## config.mk

```make
export PLATFORM = sky130hd
export DESIGN_NAME = sic1_cpu
export DESIGN_NICKNAME = d
export VERILOG_FILES = /design/src/rtl/sic1_cpu.sv
export SDC_FILE = /design/constraint.sdc
export NUM_CORES = 1
export LEC_CHECK = 0
export CORE_MARGIN = 3
export CORE_UTILIZATION = 61
export DETAILED_ROUTE_END_ITERATION = 12
export PLACE_DENSITY = 0.84
export SLEW_MARGIN = 20
export SYNTH_ARGS = -nofsm -noshare
export SYNTH_HDL_FRONTEND = slang
export SYNTH_SLANG_ARGS = --single-unit
```

## constraint.sdc

```tcl
create_clock -name clk -period 7.95 [get_ports clk]
set_clock_uncertainty 0.2 [all_clocks]
set_input_delay 2.385 -clock clk [delete_from_list [all_inputs] [get_ports clk]]
set_output_delay 2.385 -clock clk [all_outputs]
set_load 0.05 [all_outputs]
```

## src/rtl/sic1_cpu.sv

```systemverilog
// sic1_cpu: SUBLEQ execution core for the SIC-1 machine.
// Drives the 8-bit memory bus as initiator; every instruction takes six
// cycles (fetch A, B, C, load mem[A], load mem[B], store mem[A]-mem[B]).
// Optional feature macro: SIC1_STEP_EN adds a single-step input.
module sic1_cpu #(
   parameter logic [7:0] ADDR_HALT = 8'd255
) (
   input  logic       clk,
   input  logic       rst_n,
   input  logic       run,
`ifdef SIC1_STEP_EN
   input  logic       step,
`endif
   output logic [7:0] mem_addr,
   output logic       mem_wr_en,
   output logic [7:0] mem_wdata,
   input  logic [7:0] mem_rdata,
   output logic [7:0] pc,
   output logic       halted
);

   typedef enum logic [2:0] {
      S_FETCH_A,
      S_FETCH_B,
      S_FETCH_C,
      S_LOAD_A,
      S_LOAD_B,
      S_STORE,
      S_HALT
   } state_t;

   state_t     state_q;
   state_t     state_d;
   logic [7:0] a;
   logic [7:0] b;
   logic [7:0] c;
   logic [7:0] va;
   logic [7:0] vb;
   logic [7:0] diff;
   logic       take_branch;
   logic [7:0] next_pc;
   logic       advance;

   assign diff        = va - vb;
   assign take_branch = (diff == 8'd0) || diff[7];
   assign next_pc     = take_branch ? c : (pc + 8'd3);

`ifdef SIC1_STEP_EN
   logic step_armed;

   // Arm single-step once step is seen low in FETCH_A; consume on start
   always_ff @(posedge clk or negedge rst_n) begin
      if (!rst_n) begin
         step_armed <= 1'b0;
      end else if (state_q == S_FETCH_A) begin
         if (!step) begin
            step_armed <= 1'b1;
         end else if (run && step_armed) begin
            step_armed <= 1'b0;
         end
      end
   end

   assign advance = run && step && step_armed;
`else
   assign advance = run;
`endif

   // State register
   always_ff @(posedge clk or negedge rst_n) begin
      if (!rst_n) begin
         state_q <= S_FETCH_A;
      end else begin
         state_q <= state_d;
      end
   end

   // Next-state sequencing and combinational bus decode from state
   always_comb begin
      state_d   = state_q;
      mem_addr  = pc;
      mem_wr_en = 1'b0;
      mem_wdata = 8'd0;
      halted    = 1'b0;
      case (state_q)
         S_FETCH_A: begin
            mem_addr = pc;
            if (advance) begin
               state_d = S_FETCH_B;
            end
         end
         S_FETCH_B: begin
            mem_addr = pc + 8'd1;
            state_d  = S_FETCH_C;
         end
         S_FETCH_C: begin
            mem_addr = pc + 8'd2;
            state_d  = S_LOAD_A;
         end
         S_LOAD_A: begin
            mem_addr = a;
            state_d  = S_LOAD_B;
         end
         S_LOAD_B: begin
            mem_addr = b;
            state_d  = S_STORE;
         end
         S_STORE: begin
            mem_addr  = a;
            mem_wr_en = 1'b1;
            mem_wdata = diff;
            state_d   = (next_pc == ADDR_HALT) ? S_HALT : S_FETCH_A;
         end
         S_HALT: begin
            mem_addr = pc;
            halted   = 1'b1;
         end
         default: begin
            state_d = S_FETCH_A;
         end
      endcase
   end

   // Operand, value and program-counter registers captured per state
   always_ff @(posedge clk or negedge rst_n) begin
      if (!rst_n) begin
         pc <= 8'd0;
         a  <= 8'd0;
         b  <= 8'd0;
         c  <= 8'd0;
         va <= 8'd0;
         vb <= 8'd0;
      end else begin
         case (state_q)
            S_FETCH_A: if (advance) a <= mem_rdata;
            S_FETCH_B: b  <= mem_rdata;
            S_FETCH_C: c  <= mem_rdata;
            S_LOAD_A:  va <= mem_rdata;
            S_LOAD_B:  vb <= mem_rdata;
            S_STORE:   pc <= next_pc;
            default: ;
         endcase
      end
   end

endmodule

```

==> results.toml <==
[detailed_routing]
routed_wl_um = 7811
drc = 0
dr.first_iter.drc_count = 381
num_vias = 2730
wire_per_inst_um = 17.75
viasPerCell = 6.205
antenna_left = 0
dr.pass1.iters = 5

[setup_path]
worstRegToRegCells = 7
reg2reg_to = "state_q[2]"
required_ns = 5.37
crit_start = "state_q[2]"
cp.arrival_ns = 3.68
worst_setup_path_end_kind = "primary output"
r2r-start = "state_q[2]"
crit_end = "mem_wdata[7]"
r2r_setup_slack_ns = 4.46
start_kind = "flop"
setup.worst_path.class = "reg -> out"
path_max_fanout = 26

[die]
die_area_um2 = 6288
start_util_pct = 63.75
fp.coreArea_um2 = 5140
die_w_um = 79.30
io_pins = 37
fp.dieH_um = 79.30
rows = 26

[sta]
tns_ns = 0
fmax_mhz = 159.6
worst_slew_pin_slew_ns = 0.9067
fin_crit_sh_pct = 78.84
timing.final.ws_setup_ns = 1.682
slew_viol_final = 0
finalSetupViolations = 0
post-route-min-period_ns = 6.268
slew_headroom_pct = 39.33
final-hold-violation-count = 0
rsz0062_at_grt = "no"

[cells_and_area]
syn2layout_area_growth_pct = 13.97
fin_area_um2 = 3735
drive_above_1_share_pct = 14.86
antennaDiodeCount = 0
final_nets = 392

[logic_synthesis]
synthCells = 347
yosys.area.top_type_share_pct = 38.95
synth.most_common_cell = "dfrtp_1"
synth-edff-count = 0
ys.flop_type = "dfrtp_1"
synthTopCellsByCount = "dfrtp_1 (51), mux2_2 (32), nand2_1 (31)"
yosys_warnings = 0
syn_avg_cell_area_um2 = 9.443
ys_top_cells_by_area = "dfrtp_1 (39%), mux2_2 (11%), ha_1 (4.2%)"
async_reset_ff_share_pct = 100.0
yosysTopAreaCell = "dfrtp_1"
ys_seq_area_share_pct = 38.95
ys_ff_latch = 51
synthesis.area_um2 = 3277
synth_cell_types = 52
syn_nets = 370

[placement]
dpl.hpwl_um = 5545
io_buffers = 36
place_congestion = 0.8997
dpl_cell_area_um2 = 3640
post-place-ws_ns = 2.094

[job]
cap_viol_max_count = 0

[cts]
cts_setup_buffers = 0
cts_tree = "yes"
clockRootBuffer = "clkbuf_8"
cts_inserted_buffers = 5
path_clk_slew_ns = 0.09
cts_resized = 0
hold_buffers = 0
htreeDepth = 2
clk_path_buf_depth = 2
clkSinkCount = 51
clkLatencyLatePin_ns = 0.31

[worst_hold_path]
hold_path_class = "reg -> reg"
min_from = "va[4]"

[global_route]
antenna_found_initial = 0
grt_pass1_wl_um = 13070
grt_pass1_vias = 2607
grt_max_degree = 52
grt_overflow_total = 0
grt_usage_pct = 26.80

[outcome]
status = "complete, no violations"
-- kinds of logic (layout without fill, tap and decap cells) --
| family | after synthesis | in the layout | synth area share (%) |
|---|---|---|---|
| xor+xnor | 10 | 10 | 2.902 |
| simple gates | 97 | 97 | 14.17 |
| fa+ha+maj | 12 | 12 | 4.811 |
| compound gates | 85 | 85 | 18.44 |
| mux | 45 | 45 | 14.97 |
| flops | 51 | 51 | 38.95 |
| buf+inv | 47 | 70 | 5.765 |
-- metal layers --
layer	up-vias	track usage (%)	wire length (um)
met5	-	0	0
li1	1284	-	-
met1	1330	37.11	3418
met4	0	8.591	136
met2	101	43.60	3811
met3	15	3.628	445
-- sequential cells by signal, indices dropped and copies added (netlist names) --
signal   flops
state_q      3
vb           8
va           8
b            8
c            8
pc           8
a            8
-- worst min-delay path by stage --
stage / to / slack (ns) / cells after the start
after floorplan: va[0] / 0.28 / 1
after global placement: va[4] / 0.30 / 1
after detailed placement: b[4] / 0.30 / 1
after CTS: b[4] / 0.32 / 1
after global routing: b[4] / 0.34 / 1
final: va[4] / 0.32 / 1
-- cell type report --
cell class | instances | area (um2)
clock inverters | 1 | 8.758
fillers | 411 | 1405
inverters | 23 | 86.33
repair buffers | 39 | 377.9
well taps | 70 | 87.58
clock buffers | 7 | 86.33
flip-flops and latches | 51 | 1276
multi-input cells | 249 | 1812
-- stage by stage --
stage	cells	hold slack [ns]	util, %
6_report	440	0.3214	72.66
4_1_cts	440	0.3203	72.66
3_3_place_gp	432	0.2956	70.81
5_1_grt	440	0.3356	72.66
2_1_floorplan	347	0.2794	-
3_5_place_dp	432	0.3045	70.81
-- cell usage in the layout, fill, tap and decap left out, types with 4 or more instances in the layout --
| cell | n |
|---|---|
| dfrtp_1 | 51 |
| clkdlybuf4s50_1 | 35 |
| mux2_2 | 32 |
| nand2_1 | 31 |
| nor2_1 | 25 |
| inv_1 | 22 |
| o21ai_0 | 17 |
| mux2i_1 | 13 |
| a21oi_1 | 11 |
| ha_1 | 11 |
| a31oi_1 | 10 |
| a22oi_1 | 7 |
| nand3_1 | 7 |
| xnor2_1 | 6 |
| nand4_1 | 6 |
| clkbuf_8 | 6 |
| nor3_1 | 5 |
| o211ai_1 | 5 |
| a21oi_2 | 5 |
| nor2b_1 | 4 |
| nand2b_1 | 4 |
| o22a_1 | 4 |
| o21ai_1 | 4 |
-- critical path: stages, from the launching register on --
cell and delay [ns]:
dfrtp_1 0.84, nor2b_1 0.52, nand2_1 0.61, inv_2 0.41, and2_1 0.18, clkdlybuf4s50_1 0.80
Power is not shown: default switching activity piles up to over one toggle a cycle in this logic, so the estimate is an artifact.
==> RTL change 1, RTL diff (same flow settings) <==
Encoding of `state_t`: now Gray code (3 bits for 7 states).
--- a/src/rtl/sic1_cpu.sv
+++ b/src/rtl/sic1_cpu.sv
@@ -20,13 +20,13 @@
 );
 
    typedef enum logic [2:0] {
-      S_FETCH_A,
-      S_FETCH_B,
-      S_FETCH_C,
-      S_LOAD_A,
-      S_LOAD_B,
-      S_STORE,
-      S_HALT
+      S_FETCH_A = 3'b000,
+      S_FETCH_B = 3'b001,
+      S_FETCH_C = 3'b011,
+      S_LOAD_A  = 3'b010,
+      S_LOAD_B  = 3'b110,
+      S_STORE   = 3'b111,
+      S_HALT    = 3'b101
    } state_t;
 
    state_t     state_q;
Formal check against the unedited RTL: same outputs for any inputs over 10 cycles, from zero or initial values and one cycle with rst_n low; not proved beyond that.
==> RTL change 1 against the original RTL <==
- register-to-register slack about the same
- global-route usage about the same
- final area increased by 2.5%
- sequential cell count unchanged
- worst setup slack improved by 0.30 ns
- routed wire length increased by 1.8%
- synthesized area increased by 1.0%
- count of clock-buffer cells in the layout decreased by 2
- critical path type unchanged
- critical path depth increased by 2
- sequential share of layout area decreased by 0.84 points
- utilization increased by 1.4 points
Power is not shown: default switching activity piles up to over one toggle a cycle in this logic, so the estimate is an artifact.
==> RTL change 1: results (changes against the original RTL) <==
The logs give 0.268 (about the same) for the overall fraction of global-route tracks in use and 0 (unchanged) for the residual DRC count. For the wire length on met1, the log shows 3.49 mm (was 3.42 mm). The tools report the post-route worst hold slack as 0.318 ns (was 0.321 ns). The hold violation total from the final report is 0 (unchanged), and the detailed-route via count is 2869 (was 2730). The endpoint arrival time on the critical path was 3.38 ns (was 3.68 ns). Path depth of the worst reg2reg path: 10 (was 7). The count of antenna diodes in the layout came out at 0 (unchanged). The tools report the final weighted congestion in routability-driven placement as 0.903 (was 0.900). The fraction of final layout cells sized beyond drive strength 1 came out at 0.140 (was 0.149).

Top cell types by occurrence after synthesis: dfrtp_1, mux2_2, nand2_1, nor2_1 (was dfrtp_1, mux2_2, nand2_1, nor2_1, inv_1). The flop-to-flop setup slack was 4.45 ns (was 4.46 ns); the maximum level of the CTS H-tree was 2 (unchanged). The routed wire length on met3 came out at 445 um (unchanged). Most area-consuming cells after synthesis: dfrtp_1, mux2_2, ha_1 (unchanged). Destination of the critical timing path: mem_addr[2] (was mem_wdata[7]). The number of inserted filler cells in the final layout is 381 (was 411). The final clock period utilization by the worst path was 0.751 (was 0.788); the source-to-sink clock delay at the later pin of the worst-skew pair was 0.31 ns (about the same). The average wire length per cell after detail routing is 17.4 um (was 17.8 um). The fraction of registers with async set/reset is 1.00 (unchanged), and the synthesis warning total is 0 (unchanged). The tools report the sum of met2 wire segment lengths after detailed routing as 3.91 mm (was 3.81 mm). The run gives 382 (was 381) as the count of routing violations after the opening detailed-route iteration. Compound-cell area share of the yosys netlist: 0.176 (was 0.184).

The tools report the origin of the worst min-delay path as vb[2]$_DFFE_PN0N_ (was va[4]$_DFFE_PN0N_). The tools report the portion of the post-synthesis area used by sequential elements as 0.385 (was 0.389). Clock tree buffer depth: 2 (unchanged). Transition time at the pin with the least slew margin: 1.07 ns (was 0.907 ns). The tools report the first-pass GRT wire length as 13.3 mm (was 13.1 mm). The flow ran to the end, and the final reports show no timing, DRC or antenna violations. The number of hold-repair buffers added at the cts stage is 0 (unchanged). The tools report the terminating pin of the worst hold path as vb[2]$_DFFE_PN0N_ (was va[4]$_DFFE_PN0N_). The endpoint of the worst register-to-register path is pc[0]$_DFFE_PN0P_ (was state_q[2]$_DFFE_PN0P_). The final HPWL from detailed placement was 5.62 mm (was 5.55 mm). The post-synthesis share of cell area spent on full adders, half adders and majority gates is 0.0514 (was 0.0481), and the minimum setup slack after placement is 2.39 ns (was 2.09 ns).

The mux cell area share after synthesis is 0.141 (was 0.150). The launching point of the worst reg2reg path was va[0]$_DFFE_PN0N_ (was state_q[2]$_DFFE_PN0P_). The clock transition at the registers of the reported paths came out at 0.10 ns. The fraction of synthesized cell area in xor and xnor cells was 0.0159 (was 0.0290); the layout net count was 409 (was 392). The tools report the synthesized net count as 385 (was 370). The number of antenna violations at the first check in global routing came out at 0 (unchanged). The count of different cell masters after synthesis was 53 (was 52); the via count of the first global-routing pass was 2641 (was 2607).
-- RTL change 1: cell count changes in the layout (fill, tap and decap cells not counted), sizes merged, moves of 4 or more --
cell     change
nand3b       +4
o21ai        -4
nor3         +7
nor3b        -4
o211ai       +6
and2         +5
a31oi        -7
a2bb2oi      -4
o22a         -4
a22oi        -4
nand2        +6
mux2         +5
mux2i        -8
-- RTL change 1: through the flow --
| step | area (sq um) | util | instances |
|---|---|---|---|
| 2_1_floorplan | 3310 | - | 361 |
| 3_3_place_gp | 3690 | 0.714 | 448 |
| 3_5_place_dp | 3690 | 0.714 | 448 |
| 4_1_cts | 3830 | 0.740 | 456 |
| 5_1_grt | 3830 | 0.740 | 456 |
| 6_report | 3830 | 0.740 | 456 |
-- RTL change 1: area by class of cell --
cell class	count	area (sq um)	area share
Multi-Input combinational cell	268	1880	0.490
Sequential cell	51	1280	0.333
Timing Repair Buffer	39	378	0.0987
Tap cell	70	87.6	0.0229
Inverter	20	75.1	0.0196
Clock buffer	5	68.8	0.0180
Clock inverter	3	67.6	0.0176
-- RTL change 1: cells by family (layout without fill, tap and decap cells) --
kind of cell               after synthesis  count (layout)
AOI/OAI and AO/OA                       85              85
xor gates and xnor gates                 6               6
adders and majority gates               13              13
buffers and inverters                   42              67
DFF                                     51              51
muxes                                   42              42
and+or+nand+nor                        122             122
-- RTL change 1: metal layers --
layer,vias to the layer above,track usage
li1,1355,-
met1,1372,0.371
met2,128,0.444
met3,14,0.0361
met4,0,0.0653
met5,-,0
-- RTL change 1: worst register-to-register path, cell delays in order, from the launching register on --
cell and delay (ns):
dfrtp_1 0.37, inv_1 0.09, ha_1 0.16, inv_1 0.05, fa_1 0.41, a211oi_1 0.37, o21bai_1 0.17, a221oi_2 0.31
o211ai_1 0.43, and2_1 0.46, a311o_1 0.39
==> RTL change 2, RTL diff (same settings) <==
Made on the original files. The option `SIC1_STEP_EN` is turned on by a define.
--- a/src/rtl/sic1_cpu.sv
+++ b/src/rtl/sic1_cpu.sv
@@ -2,6 +2,8 @@
 // Drives the 8-bit memory bus as initiator; every instruction takes six
 // cycles (fetch A, B, C, load mem[A], load mem[B], store mem[A]-mem[B]).
 // Optional feature macro: SIC1_STEP_EN adds a single-step input.
+`define SIC1_STEP_EN
+
 module sic1_cpu #(
    parameter logic [7:0] ADDR_HALT = 8'd255
 ) (
Ports: changed (added step); port bits go from 37 to 38. No check against the original RTL was run, so the function may have changed too.
==> RTL change 2 against the original RTL <==
- worst setup slack better by 0.020 ns
- final area down 0.30%
- sequential cell count up 1
- critical path depth down 1
- hold slack worse by 0.027 ns
- synthesized cell count up 2.3%
- maximum frequency up 0.33%
- synthesized area down 2.0%
- utilization up 3.2 points
- routed wire length up 3.2%
- critical path type unchanged
- highest routed layer unchanged
Power is left out: the tool's default activity adds up to more than one toggle a clock period on the data nets, which glitch-free logic cannot reach.
==> RTL change 2: results (changes against the original RTL) <==
The endpoint of the worst register-to-register path was state_q[2]$_DFFE_PN0P_ (unchanged). The run gives 0.0505 (was 0.0363) as the global routing usage on met3. The compound-cell area share of the yosys netlist was 0.175 (was 0.184); the synthesized net count was 379 (was 370). The path depth of the worst reg2reg path works out to 6 (was 7). The source-to-sink clock delay at the later pin of the worst-skew pair is 0.31 ns (about the same), and the worst max-slew margin expressed relative to the limit is 0.355 (was 0.393). The type of the tightest min-delay check was flip-flop to flip-flop (unchanged). The first-pass GRT wire length came out at 13.5 mm (was 13.1 mm).

The first-pass detailed-route iteration total came out at 6 (was 5). The flop-to-flop setup slack was 4.47 ns (was 4.46 ns); the clock tree buffer depth was 2 (unchanged). Detailed-route via count: 2798 (was 2730). The post-synthesis share of cell area spent on full adders, half adders and majority gates came out at 0.0522 (was 0.0481). The tools report the launching point of the worst reg2reg path as state_q[0]$_DFFE_PN0P_ (was state_q[2]$_DFFE_PN0P_). Origin of the worst min-delay path: va[3]$_DFFE_PN0N_ (was va[4]$_DFFE_PN0N_). The final HPWL from detailed placement was 5.88 mm (was 5.55 mm). The largest stage delay on the critical path is 0.97 ns (was 0.84 ns).

The mux cell area share after synthesis is 0.122 (was 0.150). The count of routing violations after the opening detailed-route iteration was 424 (was 381). Family with the most delay on the worst path: buffers and inverters (was simple AND/OR/NAND/NOR gates). The tools report the pin count of the biggest net entering global routing as 53 (was 52). Layout net count: 404 (was 392). The flow ran to the end, and the final reports show no timing, DRC or antenna violations. The overall fraction of global-route tracks in use was 0.276 (was 0.268). The met2 usage in global routing was 0.443 (was 0.436). Most area-consuming cells after synthesis: dfrtp_1, mux2_2, nand2_1 (was dfrtp_1, mux2_2, ha_1). The quantity of I/O buffers inserted on ports is 37 (was 36), and the final weighted congestion in routability-driven placement is 0.934 (was 0.900). The run gives 0 (unchanged) as the count of antenna diodes in the layout. The fraction of final layout cells sized beyond drive strength 1 works out to 0.115 (was 0.149). The portion of the post-synthesis area used by sequential elements came out at 0.405 (was 0.389).

The tools report the endpoint arrival time on the critical path as 3.66 ns (was 3.68 ns). TritonCTS built the clock tree. The via count of the first global-routing pass came out at 2706 (was 2607). Routing usage on met1: 0.378 (was 0.371). For the number of buffers inserted during clock tree synthesis, the log shows 5 (unchanged).

Slowest stage cell on the critical path: dfrtp_1 (unchanged). The run gives 8.06 mm (was 7.81 mm) as the total wire length. After clock tree synthesis, the clock-pin slew on the worst setup and hold paths is 0.10 ns.

The fraction of synthesized cell area in xor and xnor cells was 0.0242 (was 0.0290). The tools report the count of different cell masters after synthesis as 54 (was 52). Top cell types by occurrence after synthesis: nand2_1, dfrtp_1, nor2_1, mux2_2, a21oi_1 (was dfrtp_1, mux2_2, nand2_1, nor2_1, inv_1). The biggest fanout along the worst timing path came out at 31 (was 26).
RTL change 2: cell types whose count changed after synthesis, moves of 4 or more:
| cell | change |
|---|---|
| a31oi_1 | -7 |
| o22a_1 | -4 |
| inv_1 | -5 |
| o21ai_0 | +4 |
| nor2_1 | +5 |
| mux2_2 | -6 |
| a21oi_1 | +12 |
| a22oi_1 | -7 |
| nand3_1 | +5 |
| a21oi_2 | -4 |
| nand2_1 | +22 |
RTL change 2: logic make-up after synthesis:
logic type	count (synthesis)
xor gates and xnor gates	8
adders and majority gates	13
and+or+nand+nor	123
DFF	52
AOI/OAI and AO/OA	83
buffers and inverters	40
muxes	36
RTL change 2: worst min path at each step:
stage / depth (start not counted) / endpoint / slack [ns]
6_report: 2 / va[3]$_DFFE_PN0N_ / 0.29
5_1_grt: 2 / va[3]$_DFFE_PN0N_ / 0.34
4_1_cts: 2 / va[3]$_DFFE_PN0N_ / 0.30
3_5_place_dp: 2 / va[3]$_DFFE_PN0N_ / 0.28
3_3_place_gp: 2 / va[5]$_DFFE_PN0N_ / 0.27
2_1_floorplan: 2 / va[2]$_DFFE_PN0N_ / 0.25
RTL change 2: worst register-to-register path, stage by stage, from the launching register on:
cell and delay (ns):
dfrtp_1 0.97, nand3_1 0.81, inv_1 0.57, nand4_1 0.15, nor4b_1 0.35, mux2i_1 0.17, or4b_1 0.20
RTL change 2: layer usage:
metal,vias to the layer above,part of all wire
met4,0,0.021
met3,20,0.050
met1,1385,0.44
li1,1297,-
met2,96,0.49
met5,-,0
RTL change 2: per-stage QoR:
stage                     std cells   util  setup WS [ns]  cell area [sq um]  hold WS, ns
final                           448  0.758           1.70               3720        0.295
after global routing            448  0.758           1.49               3720        0.337
after CTS                       448  0.758           1.80               3720        0.299
after detailed placement        440  0.734           2.16               3600        0.278
after global placement          440  0.734           2.24               3600        0.268
after floorplan                 355      -           2.22               3210        0.252
RTL change 2: layout make-up:
class | instances | area, sq um
clock buffer | 6 | 82.6
clock inverter | 2 | 38.8
fill | 365 | 1190
inverter | 18 | 67.6
multi-input combinational | 263 | 1760
sequential | 52 | 1300
tap | 67 | 83.8
timing repair buffer | 40 | 388
